`src/rtl/alu_seq_pkg.sv`:
```
// alu_seq_pkg: shared definitions for the sequential sliced ALU.
//   op_e     - operation encoding on the 3-bit op port
//   state_e  - controller states (idle / slice run / result hold)
//   FLG_*    - bit positions inside the 4-bit {N, Z, C, V} flags word
package alu_seq_pkg;

   typedef enum logic [2:0] {
      OP_ADD    = 3'b000,
      OP_SUB    = 3'b001,
      OP_AND    = 3'b010,
      OP_OR     = 3'b011,
      OP_XOR    = 3'b100,
      OP_ADC    = 3'b101,
      OP_SBB    = 3'b110,
      OP_PASS_A = 3'b111
   } op_e;

   typedef enum logic [1:0] {
      S_IDLE = 2'd0,
      S_RUN  = 2'd1,
      S_DONE = 2'd2
   } state_e;

   localparam int FLG_N = 3;
   localparam int FLG_Z = 2;
   localparam int FLG_C = 1;
   localparam int FLG_V = 0;

   // Ops that go through the adder and report C/V.
   function automatic logic is_arith(input op_e op);
      return (op == OP_ADD) || (op == OP_SUB) || (op == OP_ADC) || (op == OP_SBB);
   endfunction

   // Ops that add the inverted B operand.
   function automatic logic is_sub(input op_e op);
      return (op == OP_SUB) || (op == OP_SBB);
   endfunction

endpackage

```
`src/rtl/alu_seq_slice.sv`:
```
// alu_seq_slice: combinational SLICE_W-bit ALU slice.
//   op      - operation (alu_seq_pkg::op_e)
//   a, b    - operand slices
//   cin     - carry into bit 0 of the slice
//   y       - result slice
//   cout    - carry out of the slice MSB (0 for logic ops)
//   msb_cin - carry into the slice MSB, used for signed overflow
module alu_seq_slice
   import alu_seq_pkg::*;
#(
   parameter int SLICE_W = 4
) (
   input  op_e                op,
   input  logic [SLICE_W-1:0] a,
   input  logic [SLICE_W-1:0] b,
   input  logic               cin,
   output logic [SLICE_W-1:0] y,
   output logic               cout,
   output logic               msb_cin
);

   logic [SLICE_W-1:0] bx;
   logic [SLICE_W:0]   sum;

   always_comb begin
      bx      = b ^ {SLICE_W{is_sub(op)}};
      sum     = {1'b0, a} + {1'b0, bx} + {{SLICE_W{1'b0}}, cin};
      y       = '0;
      cout    = 1'b0;
      msb_cin = 1'b0;
      case (op)
         OP_AND:    y = a & b;
         OP_OR:     y = a | b;
         OP_XOR:    y = a ^ b;
         OP_PASS_A: y = a;
         default: begin
            y       = sum[SLICE_W-1:0];
            cout    = sum[SLICE_W];
            // Sum bit = a ^ b ^ carry-in, so the MSB carry-in falls out of the sum.
            msb_cin = sum[SLICE_W-1] ^ a[SLICE_W-1] ^ bx[SLICE_W-1];
         end
      endcase
   end

endmodule

```
`src/rtl/alu_seq.sv`:
```
// alu_seq: multi-cycle ALU that walks a WIDTH-bit operation SLICE_W bits per
// cycle, keeping the inter-slice carry in a register.
//   clk, reset          - clock, synchronous active-high reset
//   in_valid/in_ready   - request handshake (op, a, b captured in IDLE)
//   op, a, b            - operation and operands
//   out_valid/out_ready - result handshake; result/flags held until taken
//   result, flags       - result and {N, Z, C, V}
// Optional build macro ALU_SEQ_SAT_EN: signed saturation of ADD/SUB/ADC/SBB.
//
// Operands shift right one slice per RUN cycle so the slice always works on
// bits [SLICE_W-1:0]; the result shifts in from the top. One extra DONE cycle
// settles flags and saturation before out_valid rises, keeping the
// saturation mux off the slice adder path.
module alu_seq
   import alu_seq_pkg::*;
#(
   parameter int WIDTH   = 16,
   parameter int SLICE_W = 4
) (
   input  logic             clk,
   input  logic             reset,
   input  logic             in_valid,
   output logic             in_ready,
   input  logic [2:0]       op,
   input  logic [WIDTH-1:0] a,
   input  logic [WIDTH-1:0] b,
   output logic             out_valid,
   input  logic             out_ready,
   output logic [WIDTH-1:0] result,
   output logic [3:0]       flags
);

   localparam int NSLICE = WIDTH / SLICE_W;
   localparam int CW     = (NSLICE > 1) ? $clog2(NSLICE) : 1;
   localparam logic [CW-1:0] LAST = CW'(NSLICE - 1);

   generate
      if ((SLICE_W < 1) || (WIDTH % SLICE_W != 0)) begin : g_bad_width
         $error("alu_seq: WIDTH must be a positive multiple of SLICE_W");
      end
   endgenerate

   state_e             state, state_nxt;
   op_e                op_r;
   logic [WIDTH-1:0]   a_r, b_r, res_r, fin_res;
   logic [3:0]         flg_r, fin_flg;
   logic [CW-1:0]      cnt;
   logic               carry_r, c_flag, zacc, v_r, ovld_r;
   logic               arith, sat;
   logic [SLICE_W-1:0] s_y;
   logic               s_cout, s_mcin;

   alu_seq_slice #(.SLICE_W(SLICE_W)) u_slice (
      .op      (op_r),
      .a       (a_r[SLICE_W-1:0]),
      .b       (b_r[SLICE_W-1:0]),
      .cin     (carry_r),
      .y       (s_y),
      .cout    (s_cout),
      .msb_cin (s_mcin)
   );

   // Final result/flags from the fully assembled result register.
   always_comb begin
      arith = is_arith(op_r);
      sat   = 1'b0;
`ifdef ALU_SEQ_SAT_EN
      sat   = arith & v_r;
`endif
      fin_res = res_r;
      // A wrapped negative MSB means the true value overflowed positive.
      if (sat)
         fin_res = res_r[WIDTH-1] ? {1'b0, {(WIDTH-1){1'b1}}} : {1'b1, {(WIDTH-1){1'b0}}};
      fin_flg        = '0;
      fin_flg[FLG_N] = fin_res[WIDTH-1];
      fin_flg[FLG_Z] = zacc & ~sat;
      fin_flg[FLG_C] = arith & carry_r;
      fin_flg[FLG_V] = arith & v_r;
   end

   always_ff @(posedge clk) begin
      if (reset) state <= S_IDLE;
      else       state <= state_nxt;
   end

   always_comb begin
      state_nxt = state;
      in_ready  = 1'b0;
      case (state)
         S_IDLE: begin
            in_ready = 1'b1;
            if (in_valid) state_nxt = S_RUN;
         end
         S_RUN:  if (cnt == LAST) state_nxt = S_DONE;
         S_DONE: if (ovld_r && out_ready) state_nxt = S_IDLE;
         default: state_nxt = S_IDLE;
      endcase
   end

   assign out_valid = ovld_r;
   assign result    = res_r;
   assign flags     = flg_r;

   always_ff @(posedge clk) begin
      if (reset) begin
         op_r    <= OP_ADD;
         a_r     <= '0;
         b_r     <= '0;
         res_r   <= '0;
         flg_r   <= '0;
         cnt     <= '0;
         carry_r <= 1'b0;
         c_flag  <= 1'b0;
         zacc    <= 1'b0;
         v_r     <= 1'b0;
         ovld_r  <= 1'b0;
      end else begin
         case (state)
            S_IDLE: if (in_valid) begin
               op_r  <= op_e'(op);
               a_r   <= a;
               b_r   <= b;
               cnt   <= '0;
               res_r <= '0;
               zacc  <= 1'b1;
               case (op_e'(op))
                  OP_SUB:         carry_r <= 1'b1;
                  OP_ADC, OP_SBB: carry_r <= c_flag;   // SBB: C=1 means no borrow
                  default:        carry_r <= 1'b0;
               endcase
            end
            S_RUN: begin
               a_r     <= a_r >> SLICE_W;
               b_r     <= b_r >> SLICE_W;
               res_r   <= (res_r >> SLICE_W) | (WIDTH'(s_y) << (WIDTH - SLICE_W));
               carry_r <= s_cout;
               zacc    <= zacc & (s_y == '0);
               v_r     <= s_cout ^ s_mcin;   // last slice's value is the one kept
               if (cnt != LAST) cnt <= cnt + 1'b1;
            end
            S_DONE: begin
               if (!ovld_r) begin
                  res_r  <= fin_res;
                  flg_r  <= fin_flg;
                  ovld_r <= 1'b1;
               end else if (out_ready) begin
                  ovld_r <= 1'b0;
                  c_flag <= flg_r[FLG_C];
               end
            end
            default: ;
         endcase
      end
   end

endmodule

```
`config.mk`:
```
export PLATFORM = sky130hd
export DESIGN_NAME = alu_seq
export DESIGN_NICKNAME = d
export VERILOG_FILES = /design/src/rtl/alu_seq_pkg.sv /design/src/rtl/alu_seq_slice.sv /design/src/rtl/alu_seq.sv
export SDC_FILE = /design/constraint.sdc
export NUM_CORES = 1
export LEC_CHECK = 0
export ABC_AREA = 0
export BUFFER_PORTS_ARGS = -buffer_cell sky130_fd_sc_hd__buf_2
export CORE_AREA = 2 2 95 115
export DETAILED_ROUTE_END_ITERATION = 12
export DIE_AREA = 0 0 97 117
export GPL_TIMING_DRIVEN = 0
export SLEW_MARGIN = 10
export SYNTH_ARGS = -nofsm -noshare
export SYNTH_HDL_FRONTEND = slang
export SYNTH_SLANG_ARGS = --single-unit
```
`constraint.sdc`:
```
create_clock -name clk -period 3.3 [get_ports clk]
set_input_delay 0.33 -clock clk [delete_from_list [all_inputs] [get_ports clk]]
set_output_delay 0.33 -clock clk [all_outputs]
set_load 0.05 [all_outputs]
```
## Yosys cells after proc, flatten, opt, wreduce, memory -nomap -nowiden

Cells that the tools add are included.

| storage, ports and cells | value |
|---|---|
| register bits | 64 |
| input bits | 39 |
| output and inout bits | 22 |
| logic and storage cells | 86 |

| cells by class | value |
|---|---|
| $add $sub $neg | 3 |
| equal/unequal tests | 18 |
| muxes and demuxes | 24 |
| bitwise operators | 12 |
| reductions and logical operators | 17 |

Operators with widths:

| kind | number |
|---|---|
| $pmux W16 S2 | 3 |
| $mux W16 | 3 |
| $eq A3 B3 Y1 const B | 6 |
| $or A12 B16 Y16 | 1 |
| $pmux W4 S4 | 1 |
| $mux W2 | 5 |
| $ne A2 B2 Y1 const B | 5 |
| $reduce_and A3 Y1 | 3 |
| $xor A4 B4 Y4 | 2 |
| $mux W1 | 7 |
| $eq A3 B1 Y1 const B | 2 |
| $eq A3 B2 Y1 const B | 2 |
| $pmux W1 S2 | 3 |
| $pmux W2 S3 | 1 |
| $reduce_and A2 Y1 | 3 |
| $add A4 B4 Y5 | 1 |
| $add A5 B1 Y5 | 1 |
| $and A4 B4 Y4 | 1 |
| $eq A2 B2 Y1 const B | 2 |
| $logic_not A4 Y1 | 1 |
| $logic_or A1 B1 Y1 | 4 |
| $or A4 B4 Y4 | 1 |
| $pmux W2 S2 | 1 |
| $reduce_or A4 Y1 | 1 |
| other kinds (10) | 14 |

## Longest topological paths before layout

Gate-level depths: netlist of run 1.

| depth | value |
|---|---|
| word-level depth | 9 |
| depth in mapped cells | 12 |
| mapped depth without buffers | 12 |

## Modules after synthesis

A second synthesis of run 1 with hierarchy kept.

| second synthesis, totals | value |
|---|---|
| cell total of the unflattened synthesis | 428 |
| area total of the unflattened synthesis | 3515.9 µm² |

By module, submodules not included:

| module | instances | cells each | area each (µm²) | sequential area each (µm²) |
|---|---|---|---|---|
| alu_seq | 1 | 347 | 2870.3 | 1281.2 |
| alu_seq_slice | 1 | 81 | 645.6 | 0.0 |

## Worst setup path before layout of run 1

OpenSTA, ideal clock, no wires.

| timing path | value |
|---|---|
| path type | register to register |
| start | register op_r[2] |
| end | register v_r |
| arrival | 2.593 ns |
| data required time | 3.229 ns |
| path slack | 0.637 ns |
| stages on the path, launching flop included | 13 |
| path buffers | 0 |
| period minus slack after synthesis | 2.663 ns |
| cells stage by stage | dfxtp_1 and3b_1 a21oi_2 xnor2_1 fa_1 inv_1 fa_1 nor2b_1 o22ai_1 xnor2_1 xnor3_1 or3_1 a21oi_1 |

| between the ends | value |
|---|---|
| cells in the longest elaborated chain, start to end | 9 |
| elaborated cells between the ends (all ways) | 16 |

Ends and longest elaborated chain:

| item | line | RTL |
|---|---|---|
| start, declared | alu_seq.sv:44 | `op_e op_r;` |
| start signal, assigned | alu_seq.sv:120 | `op_r <= op_e'(op);` |
| $eq A3 B1 Y1 / $eq A3 B3 Y1 (equally long branches) | alu_seq_pkg.sv:36 | `return (op == OP_SUB) \|\| (op == OP_SBB);` |
| $logic_or A1 B1 Y1 | alu_seq_pkg.sv:36 |  |
| $xor A4 B4 Y4 | alu_seq_slice.sv:26 | `bx = b ^ {SLICE_W{is_sub(op)}};` |
| $add A4 B4 Y5 | alu_seq_slice.sv:27 | `sum = {1'b0, a} + {1'b0, bx} + {{SLICE_W{1'b0}}, cin};` |
| $add A5 B1 Y5 | alu_seq_slice.sv:27 |  |
| $xor A1 B1 Y1 (2 in a row) | alu_seq_slice.sv:40 | `msb_cin = sum[SLICE_W-1] ^ a[SLICE_W-1] ^ bx[SLICE_W-1];` |
| $mux W1 | alu_seq_slice.sv:31 | `case (op)` |
| $xor A1 B1 Y1 * | alu_seq.sv:138 | `v_r <= s_cout ^ s_mcin;` |
| end signal, assigned | alu_seq.sv:138 |  |
| end, declared | alu_seq.sv:48 | `logic carry_r, c_flag, zacc, v_r, ovld_r;` |

Every way passes the cells marked *; elsewhere a longest branch is shown, timed or not.
A chain may end at the register's enable or synchronous reset.

## Worst setup path after layout of run 1

Ends and elaborated chain as after synthesis.

==> results of run 1 <==
## through the flow
stage	worst slack [ns]	std cells
floorplan	0.637	366
global placement	0.290	554
detailed placement	0.308	554
CTS	0.263	568
global route	0.0626	568
finish	0.300	568
## final cells by class
class / count / area [um2] / area share, %
Inverter: 11 / 41.3 / 1.11
Tap cell: 129 / 161 / 4.32
Clock buffer: 13 / 250 / 6.70
Clock inverter: 1 / 5.00 / 0.134
Timing Repair Buffer: 59 / 295 / 7.91
Sequential cell: 64 / 1280 / 34.3
Buffer: 28 / 111 / 2.98
Multi-Input combinational cell: 263 / 1590 / 42.5
## critical path, cell delays in order (launching register included)
cell	delay, ns
dfxtp_1	0.48
nor2_1	0.13
a21oi_4	0.28
xnor2_1	0.17
fa_1	0.24
inv_1	0.06
fa_1	0.38
nor2b_1	0.17
o22ai_1	0.13
xnor2_1	0.19
xnor3_1	0.24
or3_1	0.33
a21oi_1	0.12
## cells by family after synthesis
group,share of synthesized area (%)
compound gates,19.3
buf+inv,5.06
fa+ha+maj,6.31
xor+xnor,3.57
flops,42.5
mux,1.33
simple gates,21.9
## layer usage
metal	vias to the layer above	part of all wire (%)	track usage [%]
met4	0	2.5	7.14
met3	13	3.4	3.38
met1	1288	46	19.1
met5	-	0	0
met2	57	48	26.1
li1	1407	-	-
## worst paths after layout
kind	endpoint	cells past startpoint
worst max-delay path	v_r$_SDFFE_PP0P_	12
worst min-delay path	b_r[15]$_SDFFE_PP0P_	3
worst max register to register	v_r$_SDFFE_PP0P_	12
worst min register to register	flags[0]$_SDFFE_PP0P_	2
## flip-flops by register name, summed over array words and instances (netlist names)
signal,flops
state,2
v_r,1
carry_r,1
flags,4
zacc,1
op_r,3
result,16
out_valid,1
cnt,2
b_r,16
c_flag,1
a_r,16
## cells in the mapped netlist, types with 4 or more instances
master	number	share of area (%)
xnor2_1	4	1.2
o21ai_0	4	0.66
ha_1	12	5.0
inv_1	11	1.4
nor2_1	69	8.6
a22oi_1	25	6.2
a311oi_1	24	7.0
nor2b_1	5	1.0
dfxtp_1	64	42
a21oi_1	12	2.0
mux2i_1	4	1.3
nand3_1	5	0.83
nand2_1	61	7.6
clkbuf_1	25	3.1
## power groups by stage
stage / Clock, uW / Sequential (uW) / Combinational [uW]
2_1_floorplan: 0 / 879 / 241
3_3_place_gp: 0 / 878 / 347
3_5_place_dp: 0 / 879 / 352
4_1_cts: 842 / 864 / 356
5_1_grt: 876 / 870 / 400
6_report: 825 / 864 / 356
## timing repair
item	4_1_cts	5_1_grt
resized for setup	0	1
hold endpoints to repair	0	0
endpoints found under the setup margin	0	1
==> results by group, run 1 <==
Outcome
  • Outcome: completed

Layout
  • Commonest cells after routing, fill and taps aside: nor2_1, dfxtp_1, buf_2, nand2_1, clkbuf_1
  • Fraction of layout cells with a size suffix above 1: 17.5%
  • FILL cells: 1064
  • Fin nets: 489
  • Final instance area: 3730 um2
  • Commonest non-fill, non-tap cell in the layout: nor2_1
  • Area Overhead vs Synth: 23.9%
  • Ant. Diodes: 0
  • Final Util: 36.2%

Detailed routing
  • Pre-Repair DR Iteration Count: 5
  • WL/cell: 14.7 um
  • Final ANT Viol Nets: 0
  • Final WL: 8330 um
  • Drt first-iter violations: 134
  • DRC viols: 0
  • Vias: 2765
  • Vias/cell: 4.87

Clock network
  • CTS buffer count: 9
  • H-tree Lvls: 3
  • Setup bufs post-CTS: 0
  • Hold buffer count at cts: 0
  • CTS max path bufs: 2
  • Clock root buffer master: clkbuf_16
  • Worst-Skew Late Latency: 0.33 ns
  • Clock transition at the registers of the reported paths: 0.05 ns
  • Clock tree from TritonCTS: done
  • Clock sinks: 64

Timing
  • Slew @ Worst Pin: 0.626 ns
  • Fmax: 0.333 GHz
  • Fin. Hold Viols: 0
  • Tcrit/Tclk final: 90.9%
  • Tmin final: 3.00 ns
  • Slew headroom: 58.3%
  • RSZ-0062 raised after global routing: no
  • TNS Setup: 0 ns
  • Slew Limit Fails: 0
  • Worst Skew: 0.00669 ns
  • Final setup vio count: 0
  • Final hold slack: 0.241 ns

Power and ir drop
  • Cell area power density: 548 nW/um2
  • IR drop worst, VDD: 0.000302 V
  • Part of the power in the clock network: 40.3%
  • Cell-internal power: 1480 uW
  • Comb power frac: 17.4%
  • Switching Share: 27.5%
  • Seq pwr share: 42.2%
  • Leak pwr: 0.00159 uW
  • Psw: 562 uW
  • Power Total: 2050 uW

Placed design
  • Port bufs: 59
  • Area after DPL: 3470 um2
  • HPWL after detailed placement: 6170 um
  • Gpl congestion: 0.898

Global route
  • Total GRT Usage: 15.5%
  • Largest net degree at the start of global routing: 11
  • Vias in the first global route: 2775
  • Initial antenna violation count: 0
  • Total congestion overflow: 0
  • First-pass GRT wire length: 13900 um

Synthesis
  • Synthesized netlist net count: 419
  • Post-synthesis area per instance: 8.24 um2
  • EDFF count, synth: 0
  • Async set-reset flop share out of synthesis: 0%
  • Cell count after synthesis: 366
  • Ys flop type: dfxtp_1
  • Cell area after synthesis: 3020 um2
  • Sequential area share after synthesis: 42.5%
  • Synth warn: 0
  • Distinct cells, synth: 41
  • Yosys reg bits: 64

Floorplanning
  • Die Y-Extent: 117 um
  • FP Rows: 41
  • Initial Util: 29.2%
  • Die width: 97 um
  • CORE AREA: 10300 um2
  • # IOs: 61
  • Die ar.: 11300 um2

Worst hold path
  • HP Start: b[15]
  • Hold crit path type: input pin to register

Setup path
  • Crit path arrival time: 3.26 ns
  • Crit path kind: register to register
  • WP data required: 3.55 ns
  • Crit end category: register
  • Setup slack, reg-to-reg: 0.30 ns
  • R2r startpoint: op_r[2]$_SDFFE_PP0P_
  • Startpoint Class: register
  • Worst Setup SP: op_r[2]$_SDFFE_PP0P_
  • Crit path max fanout: 7

Run
  • Max_cap viols: 0
(Power assumes the default switching activity.)
==> run 2: changes to the inputs <==
Settings changed: RECOVER_POWER set to 50.
Clock period 3.3 ns to 3.2 ns, I/O delays scaled along.
==> results by group, run 2 (synthesized netlist as in run 1, its figures left out) <==
Setup path
  • Slowest-stage cell, CP: fa_1
  • R2R cell count: 12 (unchanged)
  • Crit path max fanout: 7 (unchanged)
  • Crit path kind: register to register
  • Startpoint Class: register
  • WP data required: 3.45 ns (-0.10 ns)
  • Crit end category: register
  • Critical Path, Cell by Cell: and3b_1 -> a21oi_4 -> xnor2_1 -> fa_1 -> inv_1 -> fa_1 -> nor2b_1 -> o22ai_1 -> xnor2_1 -> xnor3_1 -> or3_1 -> a21oi_1
  • Crit path arrival time: 3.18 ns (-0.08 ns)
  • Critical Path Max Stage Delay: 0.38 ns (-0.10 ns)

Timing
  • RSZ-0062 raised after global routing: no
  • Tmin final: 2.93 ns (-0.0743 ns)
  • Final setup vio count: 0 (unchanged)
  • Slew headroom: 58.6% (+0.30 points)
  • Slew @ Worst Pin: 0.621 ns (-0.00456 ns)
  • Tcrit/Tclk final: 91.4% (+0.52 points)
  • Worst Skew: 0.00674 ns (+0.0000566 ns)
  • Fin. Hold Viols: 0 (unchanged)
  • Slew Limit Fails: 0 (unchanged)
  • Fmax: 0.342 GHz (+2.5%)
  • TNS Setup: 0 ns (unchanged)

Layout
  • Commonest non-fill, non-tap cell in the layout: nor2_1
  • Fin cells: 568 (unchanged)
  • Fin nets: 489 (unchanged)
  • Area Overhead vs Synth: 23.0%
  • Ant. Diodes: 0 (unchanged)
  • Commonest cells after routing, fill and taps aside: nor2_1, dfxtp_1, nand2_1
  • Fraction of layout cells with a size suffix above 1: 12.8% (-4.8 points)

Floorplanning
  • Die ar.: 11300 um2 (unchanged)
  • CORE AREA: 10300 um2 (unchanged)
  • Die Y-Extent: 117 um (unchanged)
  • Initial Util: 29.2% (unchanged)
  • # IOs: 61 (unchanged)
  • Die width: 97 um (unchanged)
  • FP Rows: 41 (unchanged)

Global route
  • GR peak layer: met2
  • Met3 GRT Util: 3.38% (unchanged)
  • Vias in the first global route: 2775 (unchanged)
  • Total GRT Usage: 15.5% (unchanged)
  • Met1 Usage GRT: 19.1% (unchanged)
  • First-pass GRT wire length: 13900 um (unchanged)
  • Largest net degree at the start of global routing: 11 (unchanged)
  • GR Util met2: 26.1% (unchanged)
  • Total congestion overflow: 0 (unchanged)
  • Initial antenna violation count: 0 (unchanged)

Clock network
  • Worst-Skew Late Latency: 0.33 ns (about the same)
  • CTS max path bufs: 2 (unchanged)
  • Clock transition at the registers of the reported paths: 0.05 ns (about the same)
  • Clock tree from TritonCTS: done
  • Clock root buffer master: clkbuf_16
  • Setup bufs post-CTS: 0 (unchanged)
  • Clock sinks: 64 (unchanged)
  • CTS buffer count: 9 (unchanged)
  • H-tree Lvls: 3 (unchanged)

Power and ir drop
  • Cell area power density: 568 nW/um2 (+3.8%)
  • IR drop worst, VDD: 0.000311 V (+3.0%)
  • Leak pwr: 0.00150 uW (-5.9%)

Outcome
  • Outcome: completed

Placed design
  • Gpl congestion: 0.898 (unchanged)
  • Port bufs: 59 (unchanged)
  • HPWL after detailed placement: 6170 um (unchanged)
  • DP Cell Count: 554 (unchanged)

Detailed routing
  • WL/cell: 14.7 um (about the same)
  • DRC viols: 0 (unchanged)
  • Vias: 2769 (+0.14%)
  • Drt first-iter violations: 138 (+3.0%)
  • Vias/cell: 4.88 (+0.14%)
  • Pre-Repair DR Iteration Count: 5 (unchanged)
  • Final WL: 8330 um (about the same)
  • Final ANT Viol Nets: 0 (unchanged)

Worst hold path
  • Hold path depth: 3 (unchanged)
  • Hold crit path type: input pin to register

Run
  • Max_cap viols: 0 (unchanged)
[run 2: layout make-up]
class / count / area [um2]
buffer: 28 / 111
clock buffer: 13 / 250
clock inverter: 1 / 5.00
fill: 1075 / 6600
inverter: 11 / 41.3
multi-input combinational: 263 / 1590
sequential: 64 / 1280
tap: 129 / 161
timing repair buffer: 59 / 268
[run 2: report_power, final]
part / leakage, uW / switching (uW) / total (uW) / internal [uW]
sequential: 0.000525 / 43.5 / 891 / 848
combinational: 0.000848 / 220 / 366 / 145
clock: 0.000126 / 316 / 850 / 534
[run 2: critical path, delay by kind of cell (launching register included)]
kind / cells / cell delay (ns)
xor gates and xnor gates: 3 / 0.60
adders and majority gates: 2 / 0.62
buffers and inverters: 1 / 0.06
DFF: 1 / 0.36
AOI/OAI and AO/OA: 3 / 0.49
and+or+nand+nor: 3 / 0.71
[run 2: through the flow]
step	area [um2]	hold slack, ns	total power, uW	util (%)	worst slack (ns)
final	3710	0.231	2110	36.0	0.274
after global routing	3710	0.238	2210	36.0	0.0334
after CTS	3730	0.225	2130	36.1	0.163
after detailed placement	3470	0.449	1270	33.7	0.208
after global placement	3470	0.442	1260	33.7	0.190
after floorplan	3020	0.437	1150	-	0.537
[run 2: what timing repair did]
action                                  4_1_cts  5_1_grt
resized for setup                             0        2
hold buffers                                  0        0
endpoints found under the setup margin        0        1
[run 2: worst paths after layout]
path / startpoint / end / slack, ns
worst max register to register: op_r[2]$_SDFFE_PP0P_ / v_r$_SDFFE_PP0P_ / 0.27
worst min register to register: flags[0]$_SDFFE_PP0P_ / flags[0]$_SDFFE_PP0P_ / 0.45
worst min-delay path: b[15] / b_r[15]$_SDFFE_PP0P_ / 0.23
worst max-delay path: op_r[2]$_SDFFE_PP0P_ / v_r$_SDFFE_PP0P_ / 0.27
[run 2: metal layers]
metal / share of wire (%) / routed length, um / vias to the layer above
li1: - / - / 1408
met1: 46 / 3820 / 1291
met2: 48 / 4010 / 57
met3: 3.5 / 295 / 13
met4: 2.5 / 209 / 0
met5: 0 / 0 / -
==> run 3: changes to the inputs <==
Settings changed: CAP_MARGIN set to 25, CTS_BUF_LIST set to sky130_fd_sc_hd__clkbuf_2.
==> results by group, run 3 (synthesized netlist as in run 1, its figures left out) <==
Outcome
  • Outcome: completed

Power and ir drop
  • Power Total: 1630 uW (-23%)
  • Seq pwr share: 54.6% (+12 points)
  • IR drop worst, VDD: 0.000208 V (-33%)
  • Switching Share: 33.0% (+5.5 points)
  • Comb power frac: 22.4% (+5.1 points)
  • Leak pwr: 0.00143 uW (-4.7%)
  • Psw: 537 uW (-7.3%)
  • Cell-internal power: 1090 uW (-29%)
  • Part of the power in the clock network: 23.0% (-17 points)
  • Cell area power density: 462 nW/um2 (-19%)

Floorplanning
  • Die Y-Extent: 117 um (unchanged)
  • CORE AREA: 10300 um2 (unchanged)
  • Initial Util: 29.2% (unchanged)
  • # IOs: 61 (unchanged)
  • Die ar.: 11300 um2 (unchanged)
  • FP Rows: 41 (unchanged)
  • Die width: 97 um (unchanged)

Placed design
  • Gpl congestion: 0.898 (unchanged)
  • Port bufs: 59 (unchanged)
  • DP Cell Count: 554 (unchanged)
  • HPWL after detailed placement: 6170 um (unchanged)

Detailed routing
  • Vias: 2792 (+0.83%)
  • DRC viols: 0 (unchanged)
  • Final WL: 8340 um (about the same)
  • Pre-Repair DR Iteration Count: 4 (-1)
  • Final ANT Viol Nets: 0 (unchanged)
  • Drt first-iter violations: 168 (+22%)
  • Vias/cell: 4.91 (+0.65%)
  • WL/cell: 14.7 um (-0.13%)

Setup path
  • Crit path max fanout: 5 (-2)
  • Crit path arrival time: 3.41 ns (+0.23 ns)
  • WP data required: 3.65 ns (+0.20 ns)
  • Crit end category: register
  • Startpoint Class: register
  • Crit path kind: register to register

Timing
  • Final hold slack: 0.0302 ns (-0.201 ns)
  • Slew headroom: 57.5% (-1.1 points)
  • RSZ-0062 raised after global routing: no
  • Worst Skew: 0.0303 ns (+0.0235 ns)
  • Tmin final: 2.96 ns (+0.0312 ns)
  • Fin. Hold Viols: 0 (unchanged)
  • Slew Limit Fails: 0 (unchanged)
  • TNS Setup: 0 ns (unchanged)
  • Final setup vio count: 0 (unchanged)
  • Tcrit/Tclk final: 92.4% (+0.98 points)
  • Slew @ Worst Pin: 0.638 ns (+0.0169 ns)
  • Fmax: 0.338 GHz (-1.1%)

Global route
  • Total GRT Usage: 15.5% (about the same)
  • Initial antenna violation count: 1 (+1)
  • First-pass GRT wire length: 13700 um (-1.2%)
  • Total congestion overflow: 0 (unchanged)
  • Vias in the first global route: 2734 (-1.5%)
  • Largest net degree at the start of global routing: 11 (unchanged)

Layout
  • Area Overhead vs Synth: 16.9%
  • Commonest non-fill, non-tap cell in the layout: nor2_1
  • Fin cells: 569 (+0.18%)
  • Fraction of layout cells with a size suffix above 1: 13.2% (+0.46 points)
  • Fin nets: 489 (unchanged)
  • Commonest cells after routing, fill and taps aside: nor2_1, dfxtp_1, nand2_1
  • FILL cells: 1108 (+3.1%)

Clock network
  • CTS resizes: 0 (unchanged)
  • CTS buffer count: 9 (unchanged)
  • Clock sinks: 64 (unchanged)
  • Clock transition at the registers of the reported paths: 0.17 ns (+0.12 ns)
  • Worst-Skew Late Latency: 0.52 ns (+0.19 ns)
  • H-tree Lvls: 3 (unchanged)
  • Hold buffer count at cts: 0 (unchanged)
  • Setup bufs post-CTS: 0 (unchanged)
  • Clock tree from TritonCTS: done
  • Clock root buffer master: clkbuf_2
  • CTS max path bufs: 2 (unchanged)

Run
  • Max_cap viols: 0 (unchanged)

Worst hold path
  • Hold crit path type: input pin to register
[run 3: power groups by stage]
stage | Sequential (uW) | Combinational [uW] | Clock, uW
5_1_grt | 897 | 411 | 420
2_1_floorplan | 907 | 248 | 0
3_5_place_dp | 906 | 363 | 0
3_3_place_gp | 905 | 358 | 0
4_1_cts | 889 | 366 | 386
6_report | 890 | 365 | 374
[run 3: path summary, 6_finish.rpt]
check | start | endpoint | slack [ns] | cells past startpoint
setup / recovery | op_r[1]$_SDFFE_PP0P_ | v_r$_SDFFE_PP0P_ | 0.24 | 12
hold / removal | b[15] | b_r[15]$_SDFFE_PP0P_ | 0.03 | 3
setup reg to reg | op_r[1]$_SDFFE_PP0P_ | v_r$_SDFFE_PP0P_ | 0.24 | 12
hold reg to reg | flags[0]$_SDFFE_PP0P_ | flags[0]$_SDFFE_PP0P_ | 0.47 | 2
[run 3: cell type report]
class                   instances  area, um2  area share [%]
multi-input cells             263       1590            45.1
flip-flops and latches         64       1280            36.4
repair buffers                 59        268            7.60
well taps                     129        161            4.58
plain buffers                  28        111            3.16
clock buffers                  12       60.1            1.70
inverters                      11       41.3            1.17
clock inverters                 2       8.76           0.248
diodes                          1       2.50          0.0710
[run 3: metal layers]
layer	vias to the layer above	share of wire, %	GRT usage, %	routed length, um
met2	73	47	25.5	3960
met1	1287	45	19.1	3740
li1	1415	-	-	-
met5	-	0	0	0
met4	0	3.3	9.58	278
met3	17	4.3	2.67	355
[run 3: worst max-delay path, stage by stage (launching register included)]
cell and delay, ns:
dfxtp_1 0.40, and3b_1 0.22, a21oi_4 0.24, xnor2_1 0.17
fa_1 0.24, inv_1 0.06, fa_1 0.38, nor2b_1 0.17
o22ai_1 0.13, xnor2_1 0.19, xnor3_1 0.24, or3_1 0.33
a21oi_1 0.12
[run 3: per-stage QoR]
step	setup slack (ns)	util [%]	area, um2
final	0.243	34.2	3520
after global routing	0.00628	34.2	3520
after CTS	0.146	34.3	3540
after detailed placement	0.208	33.7	3470
after global placement	0.190	33.7	3470
after floorplan	0.537	-	3020
